## src/rtl/encoder_pkg.sv

```systemverilog
// encoder_pkg: shared widths and helper functions for the 8-to-3 priority
// encoder.
//   N_IN      number of request lines
//   W_IDX     width of the binary index
//   enc_out_t registered output bundle {idx, valid, err}
//   prio_idx  index of the highest set bit (0 when no bit is set)
//   multi_hot 1 when two or more bits are set
package encoder_pkg;

  localparam int N_IN  = 8;
  localparam int W_IDX = 3;

  typedef struct packed {
    logic [W_IDX-1:0] idx;
    logic             valid;
    logic             err;
  } enc_out_t;

  // Ascending scan, so the last (highest) set bit overwrites lower ones.
  function automatic logic [W_IDX-1:0] prio_idx(input logic [N_IN-1:0] vec);
    logic [W_IDX-1:0] idx;
    idx = '0;
    for (int k = 0; k < N_IN; k++) begin
      if (vec[k]) idx = W_IDX'(k);
    end
    return idx;
  endfunction

  // Clearing the lowest set bit leaves something only if a second bit was set.
  function automatic logic multi_hot(input logic [N_IN-1:0] vec);
    return (vec & (vec - N_IN'(1))) != '0;
  endfunction

endpackage

```

## src/rtl/encoder_core.sv

```systemverilog
// encoder_core: purely combinational priority encode of an 8-bit request
// vector.
//   vec_i   [7:0]  request vector, bit k = request k
//   idx_o   [2:0]  index of highest asserted request (0 when none)
//   valid_o        at least one request asserted
//   err_o          two or more requests asserted
module encoder_core
  import encoder_pkg::*;
(
  input  logic [N_IN-1:0]  vec_i,
  output logic [W_IDX-1:0] idx_o,
  output logic             valid_o,
  output logic             err_o
);

  always_comb begin
    idx_o   = prio_idx(vec_i);
    valid_o = |vec_i;
    // Independent of the priority selection.
    err_o   = multi_hot(vec_i);
  end

endmodule

```

## src/rtl/encoder.sv

```systemverilog
// encoder: registered 8-to-3 priority encoder with valid and multi-hot error
// flags. All outputs appear one clk cycle after the inputs are sampled.
//   clk       rising-edge clock
//   rst       asynchronous active-high reset (outputs clear immediately)
//   D0..D7    request lines, Dk means "index k", D7 highest priority
//   A2..A0    registered binary index (A0 = LSB)
//   V         registered: at least one Dk asserted
//   ERR       registered: two or more Dk asserted
module encoder
  import encoder_pkg::*;
(
  input  logic clk,
  input  logic rst,
  input  logic D0,
  input  logic D1,
  input  logic D2,
  input  logic D3,
  input  logic D4,
  input  logic D5,
  input  logic D6,
  input  logic D7,
  output logic A0,
  output logic A1,
  output logic A2,
  output logic V,
  output logic ERR
);

  logic [N_IN-1:0]  req_vec;
  logic [W_IDX-1:0] core_idx;
  logic             core_valid;
  logic             core_err;
  enc_out_t         out_d;
  enc_out_t         out_q;

  assign req_vec = {D7, D6, D5, D4, D3, D2, D1, D0};

  encoder_core u_core (
    .vec_i   (req_vec),
    .idx_o   (core_idx),
    .valid_o (core_valid),
    .err_o   (core_err)
  );

  always_comb begin
    out_d.idx   = core_idx;
    out_d.valid = core_valid;
    out_d.err   = core_err;
  end

  always_ff @(posedge clk or posedge rst) begin
    if (rst) begin
      out_q <= '0;
    end else begin
      out_q <= out_d;
    end
  end

  assign {A2, A1, A0} = out_q.idx;
  assign V            = out_q.valid;
  assign ERR          = out_q.err;

endmodule

```

## config.mk

```make
export PLATFORM = sky130hd
export DESIGN_NAME = encoder
export DESIGN_NICKNAME = d
export VERILOG_FILES = /design/src/rtl/encoder_pkg.sv /design/src/rtl/encoder_core.sv /design/src/rtl/encoder.sv
export SDC_FILE = /design/constraint.sdc
export NUM_CORES = 1
export LEC_CHECK = 0
export ABC_CLOCK_PERIOD_IN_PS = 1350
export BUFFER_PORTS_ARGS = -buffer_cell sky130_fd_sc_hd__buf_2
export CORE_AREA = 3 3 40 42
export CTS_BUF_LIST = sky130_fd_sc_hd__clkbuf_8
export CTS_CLUSTER_SIZE = 20
export DETAILED_ROUTE_END_ITERATION = 12
export DIE_AREA = 0 0 43 45
export PLACE_DENSITY = 0.5
export SETUP_SLACK_MARGIN = 0.5
export SLEW_MARGIN = 20
export SYNTH_ARGS = -nofsm -noshare
export SYNTH_HDL_FRONTEND = slang
export SYNTH_HIERARCHICAL = 1
export SYNTH_SLANG_ARGS = --single-unit
export TNS_END_PERCENT = 10
```

## constraint.sdc

```tcl
create_clock -name clk -period 1.35 [get_ports clk]
set_clock_uncertainty 0.2 [all_clocks]
set_input_delay 0.0675 -clock clk [delete_from_list [all_inputs] [get_ports clk]]
set_output_delay 0.0675 -clock clk [all_outputs]
set_load 0.03 [all_outputs]
```

==> flow_summary.ini, run 1 <==
[synthesis]
seq_area_frac_synth_pct = 48.78
yosysTopAreaCell = dfrtp_1
synth_top_cell_area_share_pct = 48.78
ys_ff_latch = 5
ys_types = 16
synth_most_common_cell = dfrtp_1
syn-instance-count = 27
ys.flop_type = dfrtp_1
synth.avg_cell_area_um2 = 9.500
synthesis.nets = 37
synth_warnings = 6
syn_area_um2 = 256.5
async_flop_share_pct = 100.0
synth_common_cells = 5 x dfrtp_1, 4 x nor2_1
ys_top_cells_by_area = dfrtp_1 49%, nor2_1 5.9%, a211oi_2 4.9%, nand2b_1 4.9%, nor4_2 4.9%
synth_edf_count = 0

[global_routing]
antenna_found_initial = 0
grt_usage_pct = 6.784
grt_pass1_wl_um = 910
grt_max_degree = 6
grt-ovfl-total = 0
grt_pass1_vias = 251

[drt]
drt_first_pass_iters = 3
viasPerCell = 4.188
drtIter0Drc = 5
drt_wl_total_um = 585
vias = 268
ant_nets = 0
wl_per_cell_um = 9.141
drc_errors = 0

[power_and_ir_drop]
power_density_nw_per_um2 = 1077
p_leak_nw = 0.1917
finalPower_mw = 0.4945
ir_worst_vdd_v = 0.0003395

[die]
fp-row-count = 13
dieHeight_um = 45
dieArea_um2 = 1935
fp.dieW_um = 43
core_um2 = 1285
initial_utilization_pct = 19.96
ios = 15

[clock_tree]
cts-root-buf = clkbuf_8
clockBufferDepth = 2
htreeDepth = 1
cts_tree = yes
hold_buffers = 1
cts.sinks = 5
path_clk_slew_ns = 0.03
cts_made_buffers = 3

[layout]
nNetsFinal = 60
drive_gt1_share_pct = 48.98
antenna_cells = 0
area_delta_synth_final_pct = 79.02

[sta]
finalSetupTns_ns = 0
slew_violations = 0
slew_headroom_pct = 82.74
hold_viol = 5
setup_viol = 0
clock.fmax_mhz = 977.9
tightest_slew_ns = 0.2569
min_period_ns = 1.023
fin_crit_sh_pct = 75.75
grt_setup_unrepaired = true
finalHoldWorstSlack_ns = -0.1052

[critical_path]
startpoint_type = input pin
cp_max_fo = 3
cp.arrival_ns = 0.91
endpoint_kind = flip-flop
crit_type = input pin to flip-flop
crit_start = D0
critPathRequiredTime_ns = 1.24

[min_path]
hp-start = D7
hold_path_class = input pin to flip-flop

[outcome]
violations = negative hold slack
status = complete, but fails checks

[placement]
dp_hpwl_um = 445.5
place.gp.congestion = 0.7267
portBuffers = 14

[flow_run]
cap_violations = 0
## per-layer routing
layer  routed length, um  global-route usage, %  vias up
li1                    -                      -      139
met1                 273                  7.598      114
met2                 231                  8.683       15
met3                  80                  3.586        0
met4                   0                  7.229        0
met5                   0                      0        -
## worst max-delay path, cell delays in order
cell      delay [ns]
buf_8           0.10
nor4_4          0.31
nand2b_1        0.15
a211oi_2        0.16
o32ai_1         0.12
## sequential cells by signal, summed over array words and instances, names as in the netlist
signal  count
ERR         1
A0          1
A2          1
V           1
A1          1
## cell usage in the layout (no fill, tap or decap), drive strengths merged
| cell type | count |
|---|---|
| dlygate4sd3 | 1 |
| dfrtp | 5 |
| o32ai | 1 |
| nor4 | 2 |
| inv | 3 |
| o21bai | 1 |
| a21oi | 1 |
| nand3 | 1 |
| o21ai | 1 |
| clkbuf | 3 |
| nand2b | 2 |
| nor3 | 2 |
| a211oi | 1 |
| buf | 17 |
| nor2 | 4 |
| nor2b | 1 |
| maj3 | 1 |
| nand2 | 2 |
## per-stage QoR
step	std cells	util, %	setup WS [ns]	instance area [um^2]
detailed placement	56	27.56	0.1027	354.1
finish	64	35.74	0.3274	459.2
global placement	56	27.56	0.1015	354.1
floorplan	27	-	0.3353	265.3
CTS	62	32.81	0.3419	421.7
global route	64	35.74	0.2352	459.2
## path summary, 6_finish.rpt
check | end | slack [ns] | cells past startpoint
worst max-delay path | ERR | 0.33 | 5
worst min-delay path | A0 | -0.11 | 2
max in group asynchronous | A0 | 0.70 | 3
min in group asynchronous | V | 0.08 | 3
## repair_timing
item	4_1_cts	5_1_grt
pin swaps	1	3
setup buffers	1	2
hold endpoints to repair	10	5
endpoints found under the setup margin	6	7
gates resized for setup	1	7
## where the power goes
part           switching [mW]  internal [mW]  total, mW
Sequential           0.000882          0.156      0.157
Combinational          0.0434         0.0346     0.0780
Clock                  0.0656          0.194      0.260
Total                   0.110          0.385      0.495
## final cells by class
type	count	area [um^2]
Clock inverter	1	3.754
Tap cell	15	18.77
Clock buffer	3	41.29
Fill cell	139	825.8
Inverter	2	7.507
Sequential cell	5	125.1
Multi-Input combinational cell	20	143.9
Timing Repair Buffer	18	118.9
## kinds of logic (layout without fill, tap and decap cells)
family          count (synthesis)  after routing  share of synthesized area [%]
buf+inv                         2             24                          2.928
compound gates                  5              5                          15.12
fa+ha+maj                       1              1                          3.903
simple gates                   14             14                          29.27
flops                           5              5                          48.78
No activity file was read; power rests on OpenSTA's default activity.
==> run 2, diff against run 1 <==
--- a/config.mk
+++ b/config.mk
@@ -5,14 +5,15 @@
 export SDC_FILE = /design/constraint.sdc
 export NUM_CORES = 1
 export LEC_CHECK = 0
-export ABC_CLOCK_PERIOD_IN_PS = 1350
+export ABC_AREA = 1
+export ABC_CLOCK_PERIOD_IN_PS = 870
 export BUFFER_PORTS_ARGS = -buffer_cell sky130_fd_sc_hd__buf_2
 export CORE_AREA = 3 3 40 42
 export CTS_BUF_LIST = sky130_fd_sc_hd__clkbuf_8
 export CTS_CLUSTER_SIZE = 20
 export DETAILED_ROUTE_END_ITERATION = 12
 export DIE_AREA = 0 0 43 45
-export PLACE_DENSITY = 0.5
+export PLACE_DENSITY = 0.53
 export SETUP_SLACK_MARGIN = 0.5
 export SLEW_MARGIN = 20
 export SYNTH_ARGS = -nofsm -noshare
==> constraint.sdc (replaced) <==
create_clock -name clk -period 0.87 [get_ports clk]
set_clock_uncertainty 0.2 [all_clocks]
set_input_delay 0.0435 -clock clk [delete_from_list [all_inputs] [get_ports clk]]
set_output_delay 0.0435 -clock clk [all_outputs]
set_load 0.03 [all_outputs]
==> run 2 against run 1 <==
  * Non-clock buffer count is 3 lower
  * Sequential power is 56% higher
  * Hold slack worse by 0.39 ns
  * Cell area is 22% higher
  * Power is 67% higher
  * Critical path depth is 4 lower
  * Critical endpoint is now ERR
  * Utilization is 7.9 points higher
  * The flow finishes with violations (negative hold slack, negative setup slack)
  * Area after synthesis is 11% higher
  * Count of clock-buffer cells in the layout stayed put
  * Worst setup slack worse by 0.42 ns
  * First-iteration DRC count is 100% lower
==> flow_summary.ini, run 2 <==
[outcome]
status = complete, but fails checks
violations = negative hold slack, negative setup slack

[synthesis]
syn_area_um2 = 284.0
synthesis.nets = 53
ys_types = 8
yosysTopAreaCell = dfrtp_1
synth_most_common_cell = nand2_1
synth_top_cell_area_share_pct = 44.05
synth_common_cells = 18 x nand2_1, 9 x inv_1, 5 x dfrtp_1
ys_ff_latch = 5
async_flop_share_pct = 100.0
ys.flop_type = dfrtp_1
syn-instance-count = 43
ys_top_cells_by_area = dfrtp_1 44%, nand2_1 24%, inv_1 12%, nor2_2 8.8%, nand4_1 4.4%
synth_edf_count = 0
synth_warnings = 6
seq_area_frac_synth_pct = 44.05
synth.avg_cell_area_um2 = 6.605

[layout]
final_common_cell = nand2_1
antenna_cells = 0
drive_gt1_share_pct = 53.23
area_delta_synth_final_pct = 97.36
nNetsFinal = 73
fillerInstances = 127
most-common-layout-cells = 12 x nand2_1, 8 x inv_1, 8 x buf_6

[drt]
vias = 301
ant_nets = 0
wl_per_cell_um = 7.662
drc_errors = 0
drt_first_pass_iters = 1
drtIter0Drc = 0
drt_wl_total_um = 590
viasPerCell = 3.909

[die]
core_um2 = 1285
fp-row-count = 13
dieArea_um2 = 1935
ios = 15
dieHeight_um = 45
initial_utilization_pct = 22.10
fp.dieW_um = 43

[critical_path]
startpoint_type = flip-flop
cp_slowest_cell = dfrtp_1
endpoint_kind = output port
critPathRequiredTime_ns = 0.63
path_buf_inv = 1
worstPathCellList = buf_6
cp_max_fo = 1
max_stage_delay_ns = 0.36
crit_type = flip-flop to output port
cp_top_family = flip-flops
cp.arrival_ns = 0.71

[sta]
slew_violations = 0
finalHoldWorstSlack_ns = -0.4902
min_period_ns = 0.9582
fin_ws_ns = -0.08817
fin_crit_sh_pct = 110.1
setup_viol = 5
hold_viol = 10
clock.fmax_mhz = 1044
finalSetupTns_ns = -0.4318
tightest_slew_ns = 0.1765
grt_setup_unrepaired = true
slew_headroom_pct = 88.22

[power_and_ir_drop]
power_density_nw_per_um2 = 1475
p_leak_nw = 0.2811
ir_worst_vdd_v = 0.0004177

[global_routing]
grt_usage_pct = 7.795
grt-ovfl-total = 0
grt_max_degree = 6
grt_pass1_wl_um = 1021
antenna_found_initial = 0
grt_pass1_vias = 283

[min_path]
hold_path_class = input pin to async pin

[placement]
place.gp.congestion = 0.6774
dp_hpwl_um = 464.1
portBuffers = 14
pre_cts_ws_ns = -0.05746

[clock_tree]
path_clk_slew_ns = 0.03
cts.sinks = 5
clockBufferDepth = 2
cts_tree = yes
post_cts_buffers = 0
cts-root-buf = clkbuf_8
cts_made_buffers = 3
htreeDepth = 1

[flow_run]
cap_violations = 0
-- run 2: cell count changes after synthesis, sizes merged, moves of 2 or more --
cell,delta
nor4,-2
nand4,+2
nor3,-2
nor2,+2
nand2,+16
nand2b,-2
inv,+9
-- run 2: per-layer routing --
layer,vias up,share of wire (%),wire [um],track usage (%)
li1,162,-,-,-
met1,124,36,215,6.880
met2,13,51,303,12.28
met3,2,11,67,3.586
met4,0,0.68,4,9.036
met5,-,0,0,0
-- run 2: worst max-delay path by stage --
stage | startpoint | end | cells after the start
global placement | D1 | ERR | 7
floorplan | D2 | ERR | 6
detailed placement | D2 | ERR | 7
finish | ERR | ERR | 1
global route | A2 | A2 | 1
CTS | ERR | ERR | 1
-- run 2: repair_timing --
action / 4_1_cts / 5_1_grt
pin swaps: 16 / 16
endpoints found under the setup margin: 10 / 10
hold endpoints to repair: 10 / 10
gates resized for setup: 31 / 10
-- run 2: kinds of logic (layout without fill, tap and decap cells) --
logic type      after synthesis  after routing  share of synthesized area, %
compound gates                1              1                         1.760
flops                         5              5                         44.05
buf+inv                      11             30                         14.54
simple gates                 26             26                         39.64
-- run 2: area by class of cell --
class / count / area, um^2 / share of cell area (%)
Tap cell: 15 / 18.77 / 3.348
Sequential cell: 5 / 125.1 / 22.32
Clock inverter: 1 / 3.754 / 0.6696
Timing Repair Buffer: 15 / 175.2 / 31.25
Inverter: 11 / 41.29 / 7.366
Multi-Input combinational cell: 27 / 155.1 / 27.68
Clock buffer: 3 / 41.29 / 7.366
-- run 2: power breakdown --
group,internal [mW],switching [mW]
sequential,0.242,0.00306
clock,0.302,0.107
combinational,0.0895,0.0839
total,0.633,0.194
-- run 2: per-stage QoR --
| stage | std cells | cell area [um^2] | utilization (%) | power, mW |
|---|---|---|---|---|
| detailed placement | 73 | 390.4 | 30.38 | 0.3643 |
| global placement | 73 | 390.4 | 30.38 | 0.3638 |
| floorplan | 43 | 294.0 | - | 0.3133 |
| CTS | 77 | 534.3 | 41.58 | 0.8274 |
| finish | 77 | 560.5 | 43.62 | 0.8270 |
| global route | 77 | 560.5 | 43.62 | 0.8793 |
==> run 3, diff against run 2 <==
--- a/config.mk
+++ b/config.mk
@@ -6,14 +6,14 @@
 export NUM_CORES = 1
 export LEC_CHECK = 0
 export ABC_AREA = 1
-export ABC_CLOCK_PERIOD_IN_PS = 870
+export ABC_CLOCK_PERIOD_IN_PS = 1100
 export BUFFER_PORTS_ARGS = -buffer_cell sky130_fd_sc_hd__buf_2
 export CORE_AREA = 3 3 40 42
 export CTS_BUF_LIST = sky130_fd_sc_hd__clkbuf_8
 export CTS_CLUSTER_SIZE = 20
 export DETAILED_ROUTE_END_ITERATION = 12
 export DIE_AREA = 0 0 43 45
-export PLACE_DENSITY = 0.53
+export PLACE_DENSITY = 0.52
 export SETUP_SLACK_MARGIN = 0.5
 export SLEW_MARGIN = 20
 export SYNTH_ARGS = -nofsm -noshare
==> constraint.sdc (replaced) <==
create_clock -name clk -period 1.1 [get_ports clk]
set_clock_uncertainty 0.2 [all_clocks]
set_input_delay 0.055 -clock clk [delete_from_list [all_inputs] [get_ports clk]]
set_output_delay 0.055 -clock clk [all_outputs]
set_load 0.03 [all_outputs]
==> run 3 against run 2 <==
  * The run ends with negative hold slack left
  * Non-clock buffer count shrank 1
  * Combinational power shrank 44%
  * Critical path depth is the same
  * Cell count shrank 1.3%
  * Power shrank 26%
  * Sequential power shrank 21%
  * Die area is the same
  * Largest cell class is now multi-input combinational cells
  * Largest power group unchanged
==> flow_summary.ini, run 3 (synthesis results as in run 2) <==
[drt]
drt_first_pass_iters = 4
drc_errors = 0
ant_nets = 0
drt_wl_total_um = 548
wl_per_cell_um = 7.211
drtIter0Drc = 1
vias = 279
viasPerCell = 3.671

[global_routing]
grt_pass1_wl_um = 924
grt_usage_pct = 7.131
grt_pass1_vias = 248
grt_max_degree = 6
antenna_found_initial = 0
grt-ovfl-total = 0

[die]
core_um2 = 1285
ios = 15
fp.dieW_um = 43
fp-row-count = 13
dieArea_um2 = 1935
initial_utilization_pct = 22.10
dieHeight_um = 45

[power_and_ir_drop]
finalPower_mw = 0.6132
power_density_nw_per_um2 = 1335
p_leak_nw = 0.2524
ir_worst_vdd_v = 0.0003318

[clock_tree]
cts_tree = yes
cts_made_buffers = 3
cts-root-buf = clkbuf_8
cts.sinks = 5
post_cts_buffers = 0
path_clk_slew_ns = 0.03
htreeDepth = 1
clockBufferDepth = 2

[critical_path]
crit_cells = 1
cp.arrival_ns = 0.72
endpoint_kind = output port
startpoint_type = flip-flop
path_buf_inv = 1
critPathRequiredTime_ns = 0.84
crit_type = flip-flop to output port
cp_slowest_cell = dfrtp_1
worstPathCellList = buf_6
cp_top_family = flip-flops
max_stage_delay_ns = 0.36
cp_max_fo = 1

[sta]
slew_violations = 0
setup_viol = 0
fin_crit_sh_pct = 88.62
min_period_ns = 0.9749
finalHoldWorstSlack_ns = -0.4778
slew_headroom_pct = 83.58
hold_viol = 10
finalSetupTns_ns = 0
grt_setup_unrepaired = true
tightest_slew_ns = 0.2454
clock.fmax_mhz = 1026

[placement]
place.gp.congestion = 0.6997
portBuffers = 14
dp_hpwl_um = 452.3
dpl_cell_area_um2 = 382.9

[layout]
most-common-layout-cells = 18 x nand2_1, 10 x inv_1, 9 x buf_2
drive_gt1_share_pct = 37.70
nNetsFinal = 72
final_common_cell = nand2_1
area_delta_synth_final_pct = 61.67
stdcell_area_um2 = 459.2
antenna_cells = 0

[outcome]
status = complete, but fails checks
violations = negative hold slack

[min_path]
hold_path_class = input pin to async pin

[flow_run]
cap_violations = 0
-- run 3: cell types whose count changed in the layout (fill, tap and decap cells not counted), moves of 3 or more --
| cell | delta |
|---|---|
| buf_6 | -3 |
| buf_2 | +7 |
| buf_8 | -5 |
| nand2_1 | +6 |
| nand2_2 | -6 |
-- run 3: per-layer routing --
layer / wire length (um) / vias to the layer above / track usage, %
li1: - / 158 / -
met4: 4 / 0 / 9.036
met2: 239 / 13 / 8.683
met3: 74 / 2 / 3.586
met1: 230 / 106 / 7.882
met5: 0 / - / 0
-- run 3: timing repair --
item	CTS	global route
resized for setup	10	0
setup endpoints to repair	7	10
pin swaps	0	0
hold endpoints to repair	10	9
-- run 3: metrics by stage --
step	cells	util, %	worst slack, ns	hold WS [ns]
global placement	72	29.80	0.1804	-0.2473
CTS	76	35.74	0.1208	-0.4774
finish	76	35.74	0.1251	-0.4778
floorplan	43	-	0.3712	-0.3665
global route	76	35.74	0.09915	-0.4676
detailed placement	72	29.80	0.1783	-0.2452
-- run 3: report_power, final --
part	total, mW	switching, mW	internal, mW	leakage, nW
Combinational	0.0970	0.0571	0.0399	0.178
Sequential	0.194	0.00243	0.191	0.0475
Clock	0.323	0.0841	0.239	0.0269
-- run 3: worst max path at each step --
| stage | startpoint | end | slack, ns |
|---|---|---|---|
| 2_1_floorplan | D2 | ERR | 0.37 |
| 3_5_place_dp | D2 | ERR | 0.18 |
| 4_1_cts | ERR | ERR | 0.12 |
| 5_1_grt | A2 | A2 | 0.1 |
| 3_3_place_gp | D2 | ERR | 0.18 |
| 6_report | ERR | ERR | 0.13 |
-- run 3: final cells by class --
type                            instances  area (um^2)
Inverter                               11        41.29
Tap cell                               15        18.77
Multi-Input combinational cell         27        127.6
Timing Repair Buffer                   14        101.3
Clock inverter                          1        3.754
Fill cell                             135        825.8
Clock buffer                            3        41.29
Sequential cell                         5        125.1
